<file path="config.mk">
export PLATFORM = sky130hd
export DESIGN_NAME = fifo_srl_param
export DESIGN_NICKNAME = d
export VERILOG_FILES = /design/src/rtl/fifo_srl_param_pkg.sv /design/src/rtl/fifo_srl_param_srl_array.sv /design/src/rtl/fifo_srl_param.sv
export SDC_FILE = /design/constraint.sdc
export NUM_CORES = 1
export LEC_CHECK = 0
export CAP_MARGIN = 20
export CORE_ASPECT_RATIO = 0.9
export CORE_MARGIN = 3
export CORE_UTILIZATION = 55
export DETAILED_ROUTE_END_ITERATION = 7
export GPL_TIMING_DRIVEN = 0
export PLACE_DENSITY = 0.72
export REMOVE_ABC_BUFFERS = 1
export SYNTH_ARGS = -nofsm -noshare
export SYNTH_HDL_FRONTEND = slang
export SYNTH_SLANG_ARGS = --single-unit
</file>
<file path="constraint.sdc">
create_clock -name clk -period 34.4 [get_ports clk]
set_input_delay 6.88 -clock clk [delete_from_list [all_inputs] [get_ports clk]]
set_output_delay 6.88 -clock clk [all_outputs]
set_load 0.05 [all_outputs]
</file>
<file path="src/rtl/fifo_srl_param_pkg.sv">
// Shared constants and helpers for the SRL-based FIFO family.
// Default geometry matches the 16-deep, 24-bit DSP sample buffer.
package fifo_srl_param_pkg;

    localparam int DEF_WIDTH = 24;
    localparam int DEF_DEPTH = 16;

    // Ceiling log2 for sizing address and count fields at elaboration time.
    function automatic int clog2(input int value);
        int result;
        result = 32'sd0;
        while ((32'sd1 << result) < value) begin
            result = result + 32'sd1;
        end
        return result;
    endfunction

endpackage

</file>
<file path="src/rtl/fifo_srl_param_srl_array.sv">
// WIDTH x DEPTH shift register with clock enable and a variable read tap.
// New words enter at index 0; the tap is read combinationally (SRL16/SRL32 style).
module fifo_srl_param_srl_array
    import fifo_srl_param_pkg::*;
#(
    parameter int WIDTH = DEF_WIDTH,
    parameter int DEPTH = DEF_DEPTH,
    parameter int AW    = clog2(DEF_DEPTH)
) (
    input  logic             clk,
    input  logic             ce,
    input  logic [WIDTH-1:0] d,
    input  logic [AW-1:0]    addr,
    output logic [WIDTH-1:0] q
);

    logic [WIDTH-1:0] mem_r [DEPTH];

    // Shift chain; deliberately unreset so it maps onto SRL primitives.
    always_ff @(posedge clk) begin
        if (ce) begin
            mem_r[0] <= d;
            for (int i = 1; i < DEPTH; i++) begin
                mem_r[i] <= mem_r[i-1];
            end
        end
    end

    assign q = mem_r[addr];

endmodule

</file>
<file path="src/rtl/fifo_srl_param.sv">
// Parametrised SRL-based synchronous FIFO with registered output stage,
// fill count, almost-full/empty thresholds, flush and sticky error flags.
module fifo_srl_param
    import fifo_srl_param_pkg::*;
#(
    parameter int WIDTH    = DEF_WIDTH,
    parameter int DEPTH    = DEF_DEPTH,
    parameter int AF_LEVEL = DEPTH - 2,
    parameter int AE_LEVEL = 1
) (
    input  logic                      clk,
    input  logic                      rst,
    input  logic                      flush,
    input  logic [WIDTH-1:0]          pdi,
    input  logic                      iv,
    input  logic                      oe,
    output logic [WIDTH-1:0]          pdo,
    output logic                      ov,
    output logic                      empty,
    output logic                      full,
    output logic                      afull,
    output logic                      aempty,
    output logic [clog2(DEPTH):0]     count,
    output logic                      ovf,
    output logic                      udf
);

    localparam int AW = clog2(DEPTH);
    localparam logic [AW:0] DEPTH_C = (AW+1)'(DEPTH);
    localparam logic [AW:0] AF_C    = (AW+1)'(AF_LEVEL);
    localparam logic [AW:0] AE_C    = (AW+1)'(AE_LEVEL);
    localparam logic [AW:0] ZERO_C  = {(AW+1){1'b0}};
    localparam logic [AW:0] ONE_C   = {{AW{1'b0}}, 1'b1};

    logic             we_s;
    logic             rd_s;
    logic             ce_s;
    logic [AW-1:0]    raddr_s;
    logic [WIDTH-1:0] rdata_s;
    logic [AW:0]      count_nxt_s;

    logic [AW:0]      count_r;
    logic             empty_r;
    logic             full_r;
    logic             afull_r;
    logic             aempty_r;
    logic [WIDTH-1:0] pdo_r;
    logic             ov_r;
    logic             ovf_r;
    logic             udf_r;

    // Request qualification, next count and read tap (oldest word at count-1).
    always_comb begin
        we_s        = iv & ~full_r;
        rd_s        = oe & ~empty_r;
        ce_s        = we_s & rst & ~flush;
        // Low AW bits minus one also yields DEPTH-1 when count == DEPTH.
        raddr_s     = count_r[AW-1:0] - {{(AW-1){1'b0}}, 1'b1};
        count_nxt_s = count_r;
        case ({we_s, rd_s})
            2'b10:   count_nxt_s = count_r + ONE_C;
            2'b01:   count_nxt_s = count_r - ONE_C;
            default: count_nxt_s = count_r;
        endcase
    end

    fifo_srl_param_srl_array #(
        .WIDTH (WIDTH),
        .DEPTH (DEPTH),
        .AW    (AW)
    ) u_srl (
        .clk  (clk),
        .ce   (ce_s),
        .d    (pdi),
        .addr (raddr_s),
        .q    (rdata_s)
    );

    // Count, flags derived from next count, output register and sticky errors.
    always_ff @(posedge clk) begin
        if (!rst) begin
            count_r  <= ZERO_C;
            empty_r  <= 1'b1;
            full_r   <= 1'b0;
            afull_r  <= 1'b0;
            aempty_r <= 1'b1;
            pdo_r    <= {WIDTH{1'b0}};
            ov_r     <= 1'b0;
            ovf_r    <= 1'b0;
            udf_r    <= 1'b0;
        end else if (flush) begin
            count_r  <= ZERO_C;
            empty_r  <= 1'b1;
            full_r   <= 1'b0;
            afull_r  <= 1'b0;
            aempty_r <= 1'b1;
            ov_r     <= 1'b0;
            ovf_r    <= 1'b0;
            udf_r    <= 1'b0;
        end else begin
            count_r  <= count_nxt_s;
            empty_r  <= (count_nxt_s == ZERO_C);
            full_r   <= (count_nxt_s == DEPTH_C);
            afull_r  <= (count_nxt_s >= AF_C);
            aempty_r <= (count_nxt_s <= AE_C);
            ov_r     <= rd_s;
            if (rd_s) begin
                pdo_r <= rdata_s;
            end
            if (iv & full_r) begin
                ovf_r <= 1'b1;
            end
            if (oe & empty_r) begin
                udf_r <= 1'b1;
            end
        end
    end

    assign pdo    = pdo_r;
    assign ov     = ov_r;
    assign empty  = empty_r;
    assign full   = full_r;
    assign afull  = afull_r;
    assign aempty = aempty_r;
    assign count  = count_r;
    assign ovf    = ovf_r;
    assign udf    = udf_r;

endmodule

</file>
==> Word level (Yosys, flattened, before mapping) <==
Memory sizes are Yosys's and may differ from the RTL's. A register that Yosys moved wholly into a read port is not among the register bits.
Index checks and enable logic that the tools add are counted.
{ "op_classes": {"n_addsub": 3, "order_cmp": 2, "eq_ne": 3, "muxes": 3, "bitwise": 10, "n_reduce_logical": 4} }
{ "ops": {"columns": ["operator", "count"], "rows": [
  ["case mux 5 bit (2 select lines)", 1],
  ["AND 1 bit", 6],
  ["adder 5 x 1 -> 5 bit, second input constant", 1],
  ["equality test 5 bit, second input constant", 1],
  [">= comparator 5 x 4 -> 1 bit, second input constant", 1],
  ["<= comparator 5 x 1 -> 1 bit, second input constant", 1],
  ["logical NOT 5 bit", 1],
  ["subtractor 5 x 1 -> 5 bit, second input constant", 1],
  ["NOT 1 bit", 4],
  ["subtractor 4 x 1 -> 4 bit, second input constant", 1],
  ["equality test 2 x 1 -> 1 bit, second input constant", 1],
  ["equality test 2 bit, second input constant", 1],
  ["two-way mux 1 bit", 2],
  ["AND reduction 2 bit", 1],
  ["OR reduction 2 bit", 1],
  ["logical NOT 1 bit", 1]
]} }
{ "word_totals": {"reg_bits": 12, "mem_bits_rw": 384, "inputBits": 29, "out_inout_bits": 36, "n_memories": 1} }
{ "memory_table": {"columns": ["memory", "words", "width", "read_ports", "rd_clocked_by_memory_dff", "write_ports", "line", "source"], "rows": [
  ["u_srl.mem_r", 16, 24, 16, 1, 16, "fifo_srl_param_srl_array.sv:17", "logic [WIDTH-1:0] mem_r [DEPTH];"]
]} }

==> Depth between registers and ports, before layout <==
Gate-level depths: netlist (run 1).
{ "depth": {"depth_word": 6, "depth_mapped": 11, "mapped_depth_nobuf": 10} }

==> By module <==
A second synthesis (run 1) with hierarchy kept.
{ "hier_totals": {"hier_cells": 768, "hier_area_um2": 15904.0} }
{ "by_module_without_submodules": {"columns": ["mod", "instances", "cells_per_inst", "area_per_inst_um2", "seq_area_each_um2"], "rows": [
  ["fifo_srl_param_srl_array", 1, 589, 14342.5, 11531.1],
  ["fifo_srl_param", 1, 179, 1561.5, 720.7]
]} }

==> Worst setup path after synthesis (run 1) <==
Ideal clock, no wire load.
{ "synth_timing": {"path_type": "input-to-reg", "start": "input flush", "end": "memory u_srl.mem_r[0][0] (netlist bit), enable pin", "setup_time_ns": 1.141, "arrival_ns": 23.136, "required_ns": 33.259, "slack_ns": 10.124, "path_stages": 3, "path_cell_list": "nand2b_1 clkbuf_1 nor2_1"} }
{ "synth_rtl": {"columns": ["element", "line", "source"], "rows": [
  ["start: declaration", "fifo_srl_param.sv:13", "input logic flush,"],
  ["end: declaration", "fifo_srl_param_srl_array.sv:17", null]
]} }

==> metrics.txt, run 1 <==
# TYPE chip_impl_metric gauge
chip_impl_metric{name="crit_path_max_incr_delay",unit="ps"} 920
chip_impl_info{name="worstHoldEndpoint",value="u_srl.mem_r[2][13]$_DFFE_PP_"} 1
chip_impl_metric{name="post_synth.cell_area_avg",unit="sq um"} 20.0
chip_impl_metric{name="synth_largest_type_area_fraction",unit="%"} 71.9
chip_impl_metric{name="cts.sinks",unit=""} 420
chip_impl_metric{name="initial_utilization",unit="%"} 56.6
chip_impl_metric{name="final.min_clock_period",unit="ps"} 9330
chip_impl_metric{name="ios",unit=""} 65
chip_impl_metric{name="grt_overflow",unit=""} 0
chip_impl_metric{name="fillCellCount",unit=""} 1846
chip_impl_metric{name="post_synth_mux_area_share",unit="%"} 13.6
chip_impl_metric{name="post_synth_inst_count",unit=""} 802
chip_impl_metric{name="synth-warning-count",unit=""} 0
chip_impl_metric{name="highest_ir_drop_seen_on_vdd",unit="uV"} 41.1
chip_impl_metric{name="synth_seq_cells",unit=""} 420
chip_impl_metric{name="slew_headroom",unit="%"} 31.0
chip_impl_info{name="worst_hold_path_type",value="reg -> reg"} 1
chip_impl_info{name="end_kind",value="flop"} 1
chip_impl_metric{name="setup_tns",unit="ps"} 0
chip_impl_metric{name="wirelength",unit="microns"} 28500
chip_impl_metric{name="average_detailed_routed_wire_length_per_instance",unit="microns"} 22.3
chip_impl_metric{name="min_path_cells",unit=""} 0
chip_impl_metric{name="post_cts_resize_count",unit=""} 0
chip_impl_metric{name="report.final.slew_viol_count",unit=""} 0
chip_impl_metric{name="layout_net_count",unit=""} 916
chip_impl_metric{name="final_antenna_net_count",unit=""} 0
chip_impl_metric{name="grt_overall_usage",unit="%"} 18.6
chip_impl_metric{name="setup-violations-final",unit=""} 0
chip_impl_metric{name="p_leak",unit="nW"} 5.99
chip_impl_metric{name="num_cts_buffers",unit=""} 42
chip_impl_metric{name="drc_errors",unit=""} 0
chip_impl_info{name="tritoncts",value="done"} 1
chip_impl_metric{name="fp.dieH",unit="microns"} 168
chip_impl_metric{name="synth_compound_gate_area_share",unit="%"} 2.31
chip_impl_metric{name="setup_slack",unit="ps"} 25070
chip_impl_metric{name="place_worst_setup_slack",unit="ps"} 24560
chip_impl_metric{name="layout-area-overhead-vs-synth",unit="%"} 16.9
chip_impl_info{name="crit_slowest_cell",value="nor2_4"} 1
chip_impl_info{name="list_of_cells_traversed_by_the_critical_path",value="clkdlybuf4s50_1 > nand2b_1 > nor2_4 > buf_12 > buf_12 > buf_12"} 1
chip_impl_info{name="cts.root.buffer_cell",value="clkbuf_16"} 1
chip_impl_metric{name="path_clk_slew",unit="ps"} 60
chip_impl_metric{name="via_per_inst",unit=""} 6.13
chip_impl_metric{name="grt_pass1_vias",unit=""} 8192
chip_impl_metric{name="core",unit="sq um"} 28300
chip_impl_info{name="timing_worst_setup_path_type",value="in -> reg"} 1
chip_impl_metric{name="num_antenna_cells",unit=""} 0
chip_impl_metric{name="synth_cell_types",unit=""} 42
chip_impl_metric{name="die_area",unit="sq um"} 31200
chip_impl_info{name="run_status",value="complete, no violations"} 1
chip_impl_metric{name="cp.arrival",unit="ps"} 9540
chip_impl_metric{name="initialDrtViolationCount",unit=""} 790
chip_impl_metric{name="post_synthesis_sequential_area_ratio",unit="%"} 76.4
chip_impl_metric{name="reg2reg_slack",unit="ps"} 31120
chip_impl_metric{name="first_pass_grt_wire_length",unit="microns"} 46000
chip_impl_info{name="grt_setup_unrepaired",value="no"} 1
chip_impl_info{name="synth_top_family_by_area",value="multiplexers"} 1
chip_impl_metric{name="timing.reg2reg.worst_path_depth",unit=""} 7
chip_impl_metric{name="timing.final.hold_violations",unit=""} 0
chip_impl_info{name="path_common_cell",value="buf_12"} 1
chip_impl_info{name="yosysTopAreaCell",value="edfxtp_1"} 1
chip_impl_metric{name="post_layout_nonfiller_instances",unit=""} 1278
chip_impl_metric{name="post-cts-setup-buffers",unit=""} 0
chip_impl_info{name="r2r-end",value="pdo[8]$_SDFFE_PN0P_"} 1
chip_impl_metric{name="post_synth_and_or_nand_nor_area_fraction",unit="%"} 5.22
chip_impl_metric{name="cts_buffer_depth",unit=""} 3
chip_impl_metric{name="fmaxAchievable",unit="MHz"} 107
chip_impl_info{name="netlist_top_cells_area",value="edfxtp_1 (72%), mux4_2 (13%), dfxtp_1 (4.5%)"} 1
chip_impl_metric{name="first_pass_iters",unit=""} 5
chip_impl_metric{name="grt_start_max_net_pins",unit=""} 57
chip_impl_metric{name="max_slew.worst_pin.slew",unit="ps"} 1030
chip_impl_info{name="worst_hold_start",value="u_srl.mem_r[1][13]$_DFFE_PP_"} 1
chip_impl_info{name="timing.critical_path.from_type",value="primary input"} 1
chip_impl_metric{name="ratio_of_final_minimum_period_to_clock_period",unit="%"} 27.1
chip_impl_metric{name="synth_xor_xnor_area_share",unit="%"} 0.578
chip_impl_metric{name="drive_above_1_share",unit="%"} 20.7
chip_impl_metric{name="power.density_cell_area",unit="nW/um^2"} 57.9
chip_impl_metric{name="buffer_ports.inserted",unit=""} 64
chip_impl_metric{name="grt_antenna_before_repair",unit=""} 0
chip_impl_metric{name="rows",unit=""} 58
chip_impl_metric{name="path_buf_inv",unit=""} 4
chip_impl_metric{name="worst_path_required_time",unit="ps"} 34610
chip_impl_info{name="crit-reg2reg-launch",value="count[0]$_SDFF_PP0_"} 1
chip_impl_metric{name="dp.final_hpwl",unit="microns"} 16800
chip_impl_info{name="crit_family",value="simple AND/OR/NAND/NOR gates"} 1
chip_impl_metric{name="synth_fa_ha_area_share",unit="%"} 0.297
chip_impl_metric{name="cap_violations",unit=""} 0
chip_impl_metric{name="chipWidth",unit="microns"} 186
chip_impl_metric{name="post_synth_instance_area",unit="sq um"} 16000
chip_impl_metric{name="cts-htree-levels",unit=""} 2
chip_impl_metric{name="path_max_fanout",unit=""} 41
chip_impl_info{name="crit_start",value="flush"} 1
chip_impl_metric{name="final.setup_skew",unit="ps"} 11.9
chip_impl_metric{name="place.gp.congestion",unit=""} 0.727
chip_impl_metric{name="clock_latency",unit="ps"} 530
chip_impl_metric{name="routed-via-count",unit=""} 7834
chip_impl_metric{name="cts-hold-fix-buffers",unit=""} 0
chip_impl_metric{name="dp.cells",unit=""} 1200
chip_impl_metric{name="p_total",unit="mW"} 1.09
[routing by layer]
| layer | vias up | global-route usage [%] | share of wire (%) |
|---|---|---|---|
| li1 | 3418 | - | - |
| met5 | - | 0 | 0 |
| met2 | 249 | 28.4 | 48 |
| met1 | 4106 | 28.3 | 44 |
| met3 | 61 | 3.35 | 5.1 |
| met4 | 0 | 5.11 | 2.2 |
[cells in the mapped netlist, drive strengths merged]
| cell | instances |
|---|---|
| dfxtp | 36 |
| ha | 3 |
| xnor3 | 1 |
| nand2b | 2 |
| nor2 | 14 |
| and2b | 1 |
| mux4 | 96 |
| o211ai | 1 |
| a21oi | 7 |
| a31oi | 2 |
| or3 | 1 |
| o41ai | 1 |
| nand3 | 25 |
| xnor2 | 5 |
| xor2 | 3 |
| a32o | 24 |
| o31ai | 1 |
| o21a | 1 |
| or2 | 1 |
| clkbuf | 25 |
| nor3b | 2 |
| o21bai | 1 |
| edfxtp | 384 |
| maj3 | 1 |
| inv | 5 |
| nor2b | 2 |
| buf | 23 |
| a221o | 1 |
| a221oi | 1 |
| mux2i | 2 |
| nor3 | 3 |
| a31o | 1 |
| nand2 | 99 |
| o21ai | 2 |
| nor4 | 1 |
| nand3b | 24 |
[power by group]
| part | switching, mW | total, mW | internal [mW] |
|---|---|---|---|
| registers | 0.00781 | 0.575 | 0.568 |
| logic | 0.0406 | 0.0761 | 0.0356 |
| clock network | 0.183 | 0.434 | 0.251 |
[layout by cell type (no fill, tap or decap), drive strengths merged, types with 7 or more instances in the layout]
cell,instances
a32o,24
nand2,99
dfxtp,36
buf,22
clkdlybuf4s50,64
edfxtp,384
nand3b,24
mux4,96
clkinv,14
nand3,25
clkbuf,61
a21oi,7
nor2,14
[worst reg2reg max path, cell delays in order (launching register included)]
cell     delay (ps)
dfxtp_4         930
inv_1           240
ha_4            750
buf_16          360
mux4_2          410
nand2_1          90
nand3_1          90
a32o_1          300
[cell type report]
type | count | area, sq um | area share, %
Clock buffer | 61 | 1210 | 6.44
Clock inverter | 17 | 106 | 0.568
Inverter | 5 | 18.8 | 0.100
Multi-Input combinational cell | 329 | 3600 | 19.2
Sequential cell | 420 | 12300 | 65.4
Tap cell | 360 | 450 | 2.40
Timing Repair Buffer | 86 | 1090 | 5.84
[worst max-delay path by stage]
stage	end	slack (ps)	cells after the start
after floorplan	u_srl.mem_r[0][0]$_DFFE_PP_	10140	2
after global placement	u_srl.mem_r[0][22]$_DFFE_PP_	5980	3
after detailed placement	u_srl.mem_r[2][21]$_DFFE_PP_	24560	6
after CTS	count[0]	24990	1
after global routing	count[0]	24890	1
final	u_srl.mem_r[2][21]$_DFFE_PP_	25070	6
[registers in the layout, indices dropped and copies added, names as in the netlist]
name         flops
u_srl.mem_r    384
pdo             24
count            5
aempty           1
afull            1
empty            1
full             1
ov               1
ovf              1
udf              1
[through the flow]
step	instance area (sq um)	util (%)	hold slack, ps
after floorplan	15800	-	421
after CTS	18700	66.2	439
after global placement	16900	59.7	425
final	18700	66.2	442
after detailed placement	17400	61.6	429
after global routing	18700	66.2	451
[kinds of logic after synthesis]
group,count (synthesis)
buffers and inverters,53
adder cells (fa/ha/maj),4
AND/OR/NAND/NOR,175
flip-flops,420
multiplexers,98
AO/OA/AOI/OAI,43
XOR/XNOR,9
(Power assumes the default switching activity.)
==> run 2: changes to the inputs <==
==> constraint.sdc (replaced) <==
create_clock -name clk -period 9.2 [get_ports clk]
set_input_delay 1.84 -clock clk [delete_from_list [all_inputs] [get_ports clk]]
set_output_delay 1.84 -clock clk [all_outputs]
set_load 0.05 [all_outputs]
==> results of run 2 <==
The final DEF is identical to that of run 1. Status: complete, no violations.
Main changes from that run: setup slack after placement 24560 ps -> 4400 ps; setup slack after layout 25070 ps -> 4910 ps; register-to-register setup slack 31120 ps -> 5920 ps; total power 1.09 mW -> 4.06 mW; worst IR drop on VDD 41.1 uV -> 154 uV
